--- src/rtl/dm_sba_ext.sv ---
// rtl/dm_sba_ext.sv - debug module system bus access engine
// Single-beat SBA master with size/alignment checks, lane steering, auto-increment and timeout.
module dm_sba_ext #(
  parameter int unsigned BusWidth      = 64,
  parameter int unsigned AddrWidth     = 64,
  parameter int unsigned TimeoutCycles = 1024
) (
  input  logic                  clk_i,
  input  logic                  rst_i,
  input  logic                  dmactive_i,
  output logic                  master_req_o,
  output logic                  master_we_o,
  output logic [AddrWidth-1:0]  master_add_o,
  output logic [BusWidth-1:0]   master_wdata_o,
  output logic [BusWidth/8-1:0] master_be_o,
  input  logic                  master_gnt_i,
  input  logic                  master_r_valid_i,
  input  logic                  master_r_err_i,
  input  logic [BusWidth-1:0]   master_r_rdata_i,
  input  logic [AddrWidth-1:0]  sbaddress_i,
  input  logic                  sbaddress_write_valid_i,
  input  logic [BusWidth-1:0]   sbdata_i,
  input  logic                  sbdata_write_valid_i,
  input  logic                  sbdata_read_valid_i,
  input  logic                  sbreadonaddr_i,
  input  logic                  sbreadondata_i,
  input  logic                  sbautoincrement_i,
  input  logic [2:0]            sbaccess_i,
  output logic [AddrWidth-1:0]  sbaddress_o,
  output logic                  sbaddress_valid_o,
  output logic [BusWidth-1:0]   sbdata_o,
  output logic                  sbdata_valid_o,
  output logic                  sbbusy_o,
  output logic                  sbbusyerror_o,
  output logic                  sberror_valid_o,
  output logic [2:0]            sberror_o
);
  localparam int NumBytes = BusWidth / 8;
  localparam int OffW     = $clog2(NumBytes);
  localparam int CntW     = (TimeoutCycles > 1) ? $clog2(TimeoutCycles) : 1;
  localparam logic [CntW-1:0] CntLast = CntW'((TimeoutCycles == 0) ? 0 : TimeoutCycles - 1);

  typedef enum logic [1:0] {Idle, Req, Wait} state_e;

  state_e               state_q, state_d;
  logic                 clear;
  logic                 trig_wr, trig_rd, trig_any;
  logic                 size_bad, align_bad, launch, timeout, rsp;
  logic [OffW-1:0]      align_mask, size_mask_q;
  logic [AddrWidth-1:0] addr_q;
  logic [2:0]           size_q;
  logic                 we_q;
  logic [BusWidth-1:0]  wdata_q, wdata_d, rdata_aligned;
  logic [NumBytes-1:0]  be_q, be_d;
  logic [CntW-1:0]      cnt_q;

  // Low-address-bit mask covering one access of 2^size bytes.
  function automatic logic [OffW-1:0] size_mask(input logic [2:0] size);
    logic [OffW-1:0] m;
    for (int i = 0; i < OffW; i++) m[i] = (i < int'(size));
    return m;
  endfunction

  assign clear      = rst_i | ~dmactive_i;
  assign trig_wr    = sbdata_write_valid_i;
  assign trig_rd    = (sbaddress_write_valid_i & sbreadonaddr_i) | (sbdata_read_valid_i & sbreadondata_i);
  assign trig_any   = trig_wr | trig_rd;
  assign align_mask = size_mask(sbaccess_i);
  assign size_bad   = sbaccess_i > 3'(OffW);
  assign align_bad  = |(sbaddress_i[OffW-1:0] & align_mask);
  assign launch     = (state_q == Idle) & trig_any & ~size_bad & ~align_bad;
  assign size_mask_q = size_mask(size_q);

  always_comb begin
    wdata_d = '0;
    be_d    = '0;
    for (int i = 0; i < NumBytes; i++) begin
      wdata_d[8*i +: 8] = sbdata_i[{OffW'(i) & align_mask, 3'b000} +: 8];
      be_d[i]           = ((OffW'(i) & ~align_mask) == sbaddress_i[OffW-1:0]);
    end
  end

  always_comb begin
    rdata_aligned = '0;
    for (int j = 0; j < NumBytes; j++) begin
      if ((OffW'(j) & ~size_mask_q) == '0)
        rdata_aligned[8*j +: 8] = master_r_rdata_i[{addr_q[OffW-1:0] + OffW'(j), 3'b000} +: 8];
    end
  end

  // Timeout outranks a grant or response arriving in the same cycle.
  always_comb begin
    state_d = state_q;
    timeout = (TimeoutCycles != 0) && (state_q != Idle) && (cnt_q == CntLast);
    rsp     = 1'b0;
    unique case (state_q)
      Idle: if (launch) state_d = Req;
      Req: begin
        if (timeout) state_d = Idle;
        else if (master_gnt_i) state_d = Wait;
      end
      Wait: begin
        if (timeout) state_d = Idle;
        else if (master_r_valid_i) begin
          state_d = Idle;
          rsp     = 1'b1;
        end
      end
      default: state_d = Idle;
    endcase
  end

  always_ff @(posedge clk_i) begin
    if (clear) begin
      state_q           <= Idle;
      cnt_q             <= '0;
      addr_q            <= '0;
      size_q            <= '0;
      we_q              <= 1'b0;
      wdata_q           <= '0;
      be_q              <= '0;
      sbaddress_o       <= '0;
      sbaddress_valid_o <= 1'b0;
      sbdata_o          <= '0;
      sbdata_valid_o    <= 1'b0;
      sbbusyerror_o     <= 1'b0;
      sberror_valid_o   <= 1'b0;
      sberror_o         <= '0;
    end else begin
      state_q           <= state_d;
      sbaddress_valid_o <= 1'b0;
      sbdata_valid_o    <= 1'b0;
      sbbusyerror_o     <= 1'b0;
      sberror_valid_o   <= 1'b0;
      cnt_q <= (state_q == Idle || state_d == Idle) ? '0 : cnt_q + CntW'(1);
      if (launch) begin
        addr_q  <= sbaddress_i;
        size_q  <= sbaccess_i;
        we_q    <= trig_wr;
        wdata_q <= wdata_d;
        be_q    <= be_d;
      end
      if (state_q == Idle && trig_any && size_bad) begin
        sberror_valid_o <= 1'b1;
        sberror_o       <= 3'd4;
      end else if (state_q == Idle && trig_any && align_bad) begin
        sberror_valid_o <= 1'b1;
        sberror_o       <= 3'd3;
      end
      if (state_q != Idle && trig_any) sbbusyerror_o <= 1'b1;
      if (timeout) begin
        sberror_valid_o <= 1'b1;
        sberror_o       <= 3'd1;
      end
      if (rsp && master_r_err_i) begin
        sberror_valid_o <= 1'b1;
        sberror_o       <= 3'd2;
      end else if (rsp) begin
        if (!we_q) begin
          sbdata_o       <= rdata_aligned;
          sbdata_valid_o <= 1'b1;
        end
        if (sbautoincrement_i) begin
          sbaddress_o       <= addr_q + (AddrWidth'(1) << size_q);
          sbaddress_valid_o <= 1'b1;
        end
      end
    end
  end

  assign master_req_o   = (state_q == Req);
  assign master_we_o    = we_q;
  assign master_add_o   = {addr_q[AddrWidth-1:OffW], {OffW{1'b0}}};
  assign master_wdata_o = wdata_q;
  assign master_be_o    = be_q;
  assign sbbusy_o       = (state_q != Idle);

endmodule
--- config.mk ---
export PLATFORM = sky130hd
export DESIGN_NAME = dm_sba_ext
export DESIGN_NICKNAME = d
export VERILOG_FILES = /design/src/rtl/dm_sba_ext.sv
export SDC_FILE = /design/constraint.sdc
export NUM_CORES = 1
export LEC_CHECK = 0
export CAP_MARGIN = 20
export CORE_MARGIN = 2
export CORE_UTILIZATION = 40
export DETAILED_ROUTE_END_ITERATION = 6
export MAX_ROUTING_LAYER = met4
export PLACE_DENSITY = 0.71
export SYNTH_ARGS = -nofsm -noshare
export SYNTH_HDL_FRONTEND = slang
export SYNTH_SLANG_ARGS = --single-unit
--- constraint.sdc ---
create_clock -name clk_i -period 5.7 [get_ports clk_i]
set_clock_uncertainty 0.05 [all_clocks]
set_input_delay 1.14 -clock clk_i [delete_from_list [all_inputs] [get_ports clk_i]]
set_output_delay 1.14 -clock clk_i [all_outputs]
set_load 0.05 [all_outputs]
* Word-level counts from Yosys, hierarchy flattened
Index checks and enable logic that the tools add are counted.
Word-level totals: flip-flop bits (word level) 287, logic and storage cells 130
Operators by class: add/sub/neg operators 9, order comparisons 7, equal/unequal tests 10, shift operators 16, multiplexer cells 27, bitwise logic cells 17, reductions and logical operators 28
Operator list (number):
- variable part select 64 x 7 -> 8 bit | 12
- variable part select 64 x 6 -> 8 bit | 2
- adder 64 bit | 1
- variable part select 64 x 5 -> 8 bit | 1
- left shift 1 x 3 -> 64 bit (first input constant) | 1
- 2-to-1 mux 8 bit | 7
- logical NOT 3 bit | 8
- 2-to-1 mux 2 bit | 7
- adder 3 bit (second input constant) | 4
- == test 3 bit | 4
- < comparator 1 x 3 -> 1 bit (first input constant) | 4
- adder 10 x 1 -> 10 bit (second input constant) | 1
- == test 10 bit (second input constant) | 1
- 2-to-1 mux 1 bit | 10
- OR reduction 3 bit | 3
- adder 3 x 2 -> 3 bit (second input constant) | 2
- == test 2 x 3 -> 1 bit | 2
- logical AND 1 bit | 6
- < comparator 2 x 3 -> 1 bit (first input constant) | 2
- 2-to-1 mux 3 bit | 2
- NOT 1 bit | 6
- NOT 3 bit | 2
- one-hot mux 2 bit (3 select lines) | 1
- AND reduction 3 bit | 2
- other kinds (14) | 23

* Logic depth before layout (Yosys ltp)
Gate-level depths: netlist of the first run.
word-level depth 11, mapped depth 13, gate-level depth less buffers 10

* Worst setup path after synthesis of the first run
OpenSTA, ideal clock, no wires.
path type input -> register, start point input sbaccess_i[1], end point register be_q[0] (netlist: master_be_o[0]), arrival time 3.518 ns, data required time 5.522 ns, path slack 2.004 ns, cell stages on the path 13, path buffers 4, cell sequence or2_2 > clkbuf_1 > nor2_2 > inv_1 > ha_1 > nor3_1 > nand2b_1 > or3_1 > clkbuf_1 > buf_2 > clkbuf_1 > a21oi_1 > nor2_1
Between the ends: word-level cells in the longest chain between the ends 5, elaborated cells on any way between the ends 10, classes of those cells order compare (4); bitwise (5); reduce/logical (1)
RTL lines:
- start: declaration | RTL line 28 | input logic [2:0] sbaccess_i,
- < comparator 1 x 3 -> 1 bit / < comparator 2 x 3 -> 1 bit (equally long branches) | RTL line 60 | for (int i = 0; i < OffW; i++) m[i] = (i < int'(size));
- bitwise AND 3 bit | RTL line 70 | assign align_bad = |(sbaddress_i[OffW-1:0] & align_mask);
- OR reduction 3 bit | RTL line 70
- NOT 1 bit | RTL line 71 | assign launch = (state_q == Idle) & trig_any & ~size_bad & ~align_bad;
- bitwise AND 1 bit * | RTL line 71
- end signal: assignment | RTL line 121 | be_q <= '0;
- end signal: assignment | RTL line 141 | be_q <= be_d;
- end: declaration | RTL line 54 | logic [NumBytes-1:0] be_q, be_d;
Every way passes the cells marked *; elsewhere a longest branch is shown, timed or not. A chain may end at the register's enable or synchronous reset.

* Worst setup path after layout of the first run
start point input sbaccess_i[1], end point register cnt_q[5]
Between the ends: word-level cells in the longest chain between the ends 10, elaborated cells on any way between the ends 15, classes of those cells order compare (4); mux (2); bitwise (5); reduce/logical (4)
RTL lines:
- < comparator 1 x 3 -> 1 bit / < comparator 2 x 3 -> 1 bit (equally long branches) | RTL line 60
- bitwise AND 3 bit | RTL line 70
- OR reduction 3 bit | RTL line 70
- NOT 1 bit | RTL line 71
- bitwise AND 1 bit * | RTL line 71
- 2-to-1 mux 2 bit * | RTL line 97 | Idle: if (launch) state_d = Req;
- one-hot mux 2 bit (3 select lines) * | RTL line 96 | unique case (state_q)
- logical NOT 2 bit * | RTL line 135 | cnt_q <= (state_q == Idle || state_d == Idle) ? '0 : cnt_q + CntW'(1);
- logical OR 1 bit * | RTL line 135
- OR reduction 2 bit (no source line) *
- end signal: assignment | RTL line 135
- end: declaration | RTL line 55 | logic [CntW-1:0] cnt_q;
Marks and branches as above.

==> results of run 1 <==
-- registers in the layout, summed over array words and instances, names as in the netlist, 2 cells and up --
name / flops
addr_q: 64
cnt_q: 10
master_be_o: 8
master_wdata_o: 64
sbaddress_o: 64
sbdata_o: 64
sberror_o: 3
size_q: 3
state_q: 2
-- metal layers --
layer / track usage / up-vias / part of all wire
li1: - / 6678 / -
met1: 0.326 / 6799 / 0.40
met2: 0.455 / 583 / 0.47
met3: 0.0734 / 105 / 0.089
met4: 0.104 / 0 / 0.039
met5: - / - / 0
-- how the worst max path moves through the flow --
stage | startpoint | end | slack (ns) | cells after the start
finish | sbaccess_i[1] | cnt_q[5] | 1.70 | 12
global route | sbaccess_i[1] | cnt_q[5] | 1.40 | 12
CTS | sbaccess_i[1] | cnt_q[5] | 1.71 | 12
detailed placement | sbaccess_i[1] | cnt_q[9] | 1.17 | 12
global placement | sbaccess_i[1] | cnt_q[4] | 1.33 | 12
floorplan | sbaccess_i[1] | master_be_o[0] | 2.00 | 13
-- cells by family (layout without fill, tap and decap cells) --
group / count (synthesis) / in the layout / share of synthesized area
adders and majority gates: 15 / 15 / 0.0131
other: 1 / 3 / 0.000252
xor gates and xnor gates: 75 / 75 / 0.0442
and+or+nand+nor: 568 / 568 / 0.169
buffers and inverters: 192 / 577 / 0.0676
AOI/OAI and AO/OA: 378 / 378 / 0.160
DFF: 287 / 287 / 0.387
muxes: 155 / 155 / 0.159
-- worst min-delay path: stages (launching register included) --
cell and delay, ns:
dfxtp_1 0.30, nand2_1 0.05, a21oi_1 0.05
-- power breakdown --
| group | switching [uW] | total [uW] | internal, uW | leakage, uW |
|---|---|---|---|---|
| Combinational | 313 | 580 | 268 | 0.00415 |
| Clock | 887 | 2190 | 1300 | 0.000534 |
| Sequential | 17.0 | 2040 | 2020 | 0.00232 |
-- cell type report --
| cell class | instances | area [um^2] |
|---|---|---|
| sequential | 287 | 5750 |
| multi-input combinational | 1194 | 8150 |
| tap | 468 | 586 |
| fill | 3285 | 16000 |
| timing repair buffer | 509 | 5030 |
| inverter | 11 | 41.3 |
| clock buffer | 43 | 936 |
| clock inverter | 14 | 161 |
-- per-stage QoR --
stage,instances,utilization,setup slack [ns]
2_1_floorplan,1673,-,2.00
3_3_place_gp,2465,0.533,1.33
3_5_place_dp,2466,0.533,1.17
4_1_cts,2523,0.563,1.71
5_1_grt,2526,0.564,1.40
6_report,2526,0.564,1.70
-- cell usage in the layout (no fill, tap or decap), types with 16 or more instances in the layout --
cell type and n:
nor2_1 99, xnor2_1 29, mux4_2 64, nand3_1 55
dfxtp_1 285, nand2_1 306, nor3_1 16, o21ai_0 56
clkbuf_16 35, a21oi_1 179, nand4_1 27, and3_1 18
buf_4 31, clkdlybuf4s50_1 477, xor2_1 46, mux2i_1 89
o2bb2ai_1 41, a211oi_1 32, o211ai_1 18
==> flow_summary.json, run 1 <==
{
  "postCtsSetupRepairBufs": 0,
  "firstDrtPassIters": 7,
  "p_leak_uw": 0.00700,
  "ctsResizeCount": 0,
  "violations": "DRC",
  "via_per_inst": 5.61,
  "crit_top_cell": "buf_4",
  "dr_total_vias": 14200,
  "drc_errors": 8,
  "synth_cell_types": 57,
  "ys_seq_elements": 287,
  "rows": 70,
  "dominantRegCellSynth": "dfxtp_1",
  "postSynthCellCount": 1671,
  "slowest_delay_ns": 0.54,
  "startpoint_type": "input pin",
  "io_pins": 481,
  "required_ns": 6.10,
  "ant_nets": 0,
  "arrival_ns": 4.40,
  "max-vdd-ir-drop_mv": 0.156,
  "path_clk_slew_ns": 0.06,
  "period_minus_slack_ns": 4.00,
  "syn-cell-area_um2": 14900,
  "antennaDiodeCount": 0,
  "grt_max_degree": 92,
  "die_y_um": 197,
  "fin_setup_tns_ns": 0,
  "hold_buffers": 0,
  "worst-path-max-fanout": 61,
  "start_util": 0.406,
  "antenna_found_initial": 0,
  "cts_tree": "yes",
  "yosys_warnings": 0,
  "synth_top_area_cell": "dfxtp_1",
  "drive_gt1_frac": 0.0816,
  "reg2reg_from": "size_q[2]",
  "worstSetupEndpointType": "register",
  "crit_chain": "clkdlybuf4s50_1 > buf_4 > or2_2 > nor2_2 > inv_1 > ha_1 > nor3_1 > nand2b_1 > nor3_4 > buf_4 > o221ai_1 > nor2_1",
  "wl_mm": 53.4,
  "dp_hpwl_mm": 39.8,
  "yosysTopAreaCellShare": 0.387,
  "routabilityCongestion": 0.943,
  "grt-ovfl-total": 0,
  "grt_use_total": 0.277,
  "reg2regPathDepth": 10,
  "clockRootBuffer": "clkbuf_16",
  "crit_slowest_cell": "buf_4",
  "hold-worst-slack_ns": 0.401,
  "nNetsFinal": 2259,
  "hold_end": "sbdata_o[54]",
  "worstMarginPinSlew_ns": 1.10,
  "synth_area_leaders": "dfxtp_1 (39%), mux4_2 (9.7%), nand2_1 (7.7%)",
  "syn_avg_cell_area_um2": 8.89,
  "dpl_cell_area_um2": 19500,
  "reg2reg_slack_ns": 2.20,
  "clk_latency_ns": 0.52,
  "hold_viol": 0,
  "reg2reg_to": "sbaddress_o[56]",
  "min-delay-start": "sbdata_o[54]",
  "numPortBuffers": 477,
  "critPathKind": "in -> reg",
  "cts_made_buffers": 34,
  "async_reset_ff_frac": 0,
  "fp.dieW_um": 197,
  "die-area_um2": 38700,
  "htreeDepth": 2,
  "timing.critical_path.buf_inv": 4,
  "rsz0062_at_grt": "no",
  "fin_crit_sh": 0.702,
  "grt_pass1_vias": 13900,
  "max-cap-violations": 0,
  "cts_buffer_depth": 3,
  "cts_sinks": 287,
  "core_um2": 36600,
  "drt_iter0_drc": 909,
  "synth.most_common_cell": "nand2_1",
  "powerDensity_nw_per_um2": 233,
  "whs_path_depth": 2,
  "syn2layout_area_growth_pct": 39.0,
  "finalSetupViolations": 0,
  "finalMaxSlewViolations": 0,
  "timing.fmax_mhz": 250,
  "finalInstanceArea_um2": 20600,
  "drt-wirelength-per-cell_um": 21.1,
  "hp-class": "reg -> reg",
  "outcome": "finished with violations",
  "ys_top_cells_by_count": "nand2_1 (306), dfxtp_1 (287), a21oi_1 (179)",
  "relSlewSlack": 0.263,
  "grt_pass1_wl_mm": 81.1,
  "synth_edf_count": 0,
  "ys_seq_area_frac": 0.387,
  "total_power_uw": 4810,
  "cp_top_family": "simple AND/OR/NAND/NOR gates"
}
Power figures use the tool's default switching activity.
==> run 2, diff against run 1 <==
clock period = 3.8 ns   (was 5.7 ns; I/O delays follow)
==> run 2 against run 1 <==
Effect of this change: the run now ends clean; utilization up 1.1 points; clock power up 70%; setup slack worse by 1.3 ns; critical path depth down 2; die area unchanged; sequential power up 50%; global-route usage down 0.25 points; routed wire length down 0.24%; non-clock buffer count up 16; first-iteration DRC count up 6.3%; sequential share of layout area down 0.54 points; cell count up 0.95%.
==> flow_summary.json, run 2 (synthesis gave the netlist of run 1 again) <==
{
  "outcome": "finished clean",
  "core_um2": 36600,
  "grt_max_degree": 88,
  "grt_pass1_vias": 13900,
  "crit_slowest_cell": "a211oi_1",
  "grt-ovfl-total": 0,
  "cts_tree": "yes",
  "drc_errors": 0,
  "cp_top_family": "compound AO/OA/AOI/OAI gates",
  "most-common-layout-cells": "clkdlybuf4s50_1 (477), nand2_1 (306), dfxtp_1 (285), a21oi_1 (179), nor2_1 (99)",
  "register_area_um2": 5750,
  "crit_top_cell": "a211oi_1",
  "syn2layout_area_growth_pct": 41.8,
  "clockRootBuffer": "clkbuf_16",
  "critPathKind": "reg -> reg",
  "path_clk_slew_ns": 0.06,
  "nFillCells": 3228,
  "drive_gt1_frac": 0.0913,
  "via_per_inst": 5.62,
  "finalMaxSlewViolations": 0,
  "worstMarginPinSlew_ns": 0.929,
  "layout_commonest_cell": "clkdlybuf4s50_1",
  "max-vdd-ir-drop_mv": 0.265,
  "total_power_uw": 7670,
  "max-cap-violations": 0,
  "cts_buffer_depth": 3,
  "timing.fmax_mhz": 297,
  "hold_viol": 0,
  "period_minus_slack_ns": 3.37,
  "fin_crit_sh": 0.887,
  "slowest_delay_ns": 0.83,
  "grt_pass1_wl_mm": 80.1,
  "worstSetupEndpointType": "register",
  "firstDrtPassIters": 7,
  "numPortBuffers": 477,
  "wl_mm": 53.3,
  "die-area_um2": 38700,
  "fin_setup_tns_ns": 0,
  "finalSetupViolations": 0,
  "rows": 70,
  "fp.dieW_um": 197,
  "p_leak_uw": 0.00720,
  "antenna_found_initial": 1,
  "worst-path-max-fanout": 10,
  "required_ns": 4.22,
  "clk_latency_ns": 0.55,
  "use_met1": 0.324,
  "ctsResizeCount": 0,
  "cts_made_buffers": 36,
  "rsz0062_at_grt": "no",
  "timing.critical_path.buf_inv": 0,
  "routabilityCongestion": 0.974,
  "htreeDepth": 2,
  "dp_hpwl_mm": 39.8,
  "postCtsSetupRepairBufs": 0,
  "relSlewSlack": 0.377,
  "cts_sinks": 287,
  "io_pins": 481,
  "grtUsageMet3": 0.0657,
  "use_met2": 0.441,
  "drt-wirelength-per-cell_um": 20.9,
  "multi_input_area_um2": 8150,
  "startpoint_type": "register",
  "start_util": 0.406,
  "hp-class": "reg -> reg",
  "drt_iter0_drc": 966,
  "dr_total_vias": 14300,
  "nNetsFinal": 2277,
  "die_y_um": 197,
  "arrival_ns": 3.79,
  "powerDensity_nw_per_um2": 364,
  "hold_buffers": 0,
  "ant_nets": 0,
  "grt_use_total": 0.275,
  "crit_chain": "or2_2 > nor2_1 > ha_1 > fa_1 > a211oi_1 > o21a_1 > a211oi_1 > nand4_1 > xor2_1 > a21oi_1",
  "gr-max-usage-layer": "met2"
}
[run 2: layer usage]
layer	share of wire	up-vias
li1	-	6722
met1	0.40	6756
met2	0.46	715
met3	0.086	134
met4	0.050	0
met5	0	-
[run 2: final cells by class]
cell class / instances / share of cell area
Multi-Input combinational cell: 1194 / 0.387
Antenna cell: 1 / 0.000119
Timing Repair Buffer: 525 / 0.248
Sequential cell: 287 / 0.273
Clock buffer: 54 / 0.0528
Tap cell: 468 / 0.0278
Inverter: 11 / 0.00196
Clock inverter: 10 / 0.00903
[run 2: power breakdown]
group / switching (uW) / internal, uW
registers: 24.4 / 3030
logic: 472 / 412
clock network: 1360 / 2360
[run 2: path summary, 6_finish.rpt]
kind                            slack [ns]         endpoint  cells after the start          from
worst max-delay path                  0.43  sbaddress_o[56]                     10     size_q[1]
worst min-delay path                  0.40     sbdata_o[52]                      2  sbdata_o[52]
worst max register to register        0.43  sbaddress_o[56]                     10     size_q[1]
worst min register to register        0.40     sbdata_o[52]                      2  sbdata_o[52]
[run 2: worst reg2reg max path, stage by stage (launching register included)]
cell	delay (ns)
dfxtp_1	0.37
or2_2	0.44
nor2_1	0.18
ha_1	0.23
fa_1	0.26
a211oi_1	0.10
o21a_1	0.30
a211oi_1	0.83
nand4_1	0.21
xor2_1	0.19
a21oi_1	0.13
[run 2: per-stage QoR]
stage / setup WS (ns) / area (um^2) / hold slack [ns] / std cells / utilization
6_report: 0.429 / 21100 / 0.400 / 2550 / 0.575
5_1_grt: 0.188 / 21100 / 0.420 / 2550 / 0.575
4_1_cts: 0.414 / 21000 / 0.402 / 2547 / 0.574
3_5_place_dp: 0.167 / 19700 / 0.394 / 2483 / 0.539
3_3_place_gp: 0.301 / 19700 / 0.386 / 2483 / 0.539
2_1_floorplan: 0.484 / 14900 / 0.380 / 1673 / -
==> run 3, diff against run 2 <==
TNS_END_PERCENT = 5   (was not set)
==> results of run 3 <==
Same layout as run 2: the final DEF is identical, and so are final timing and power.
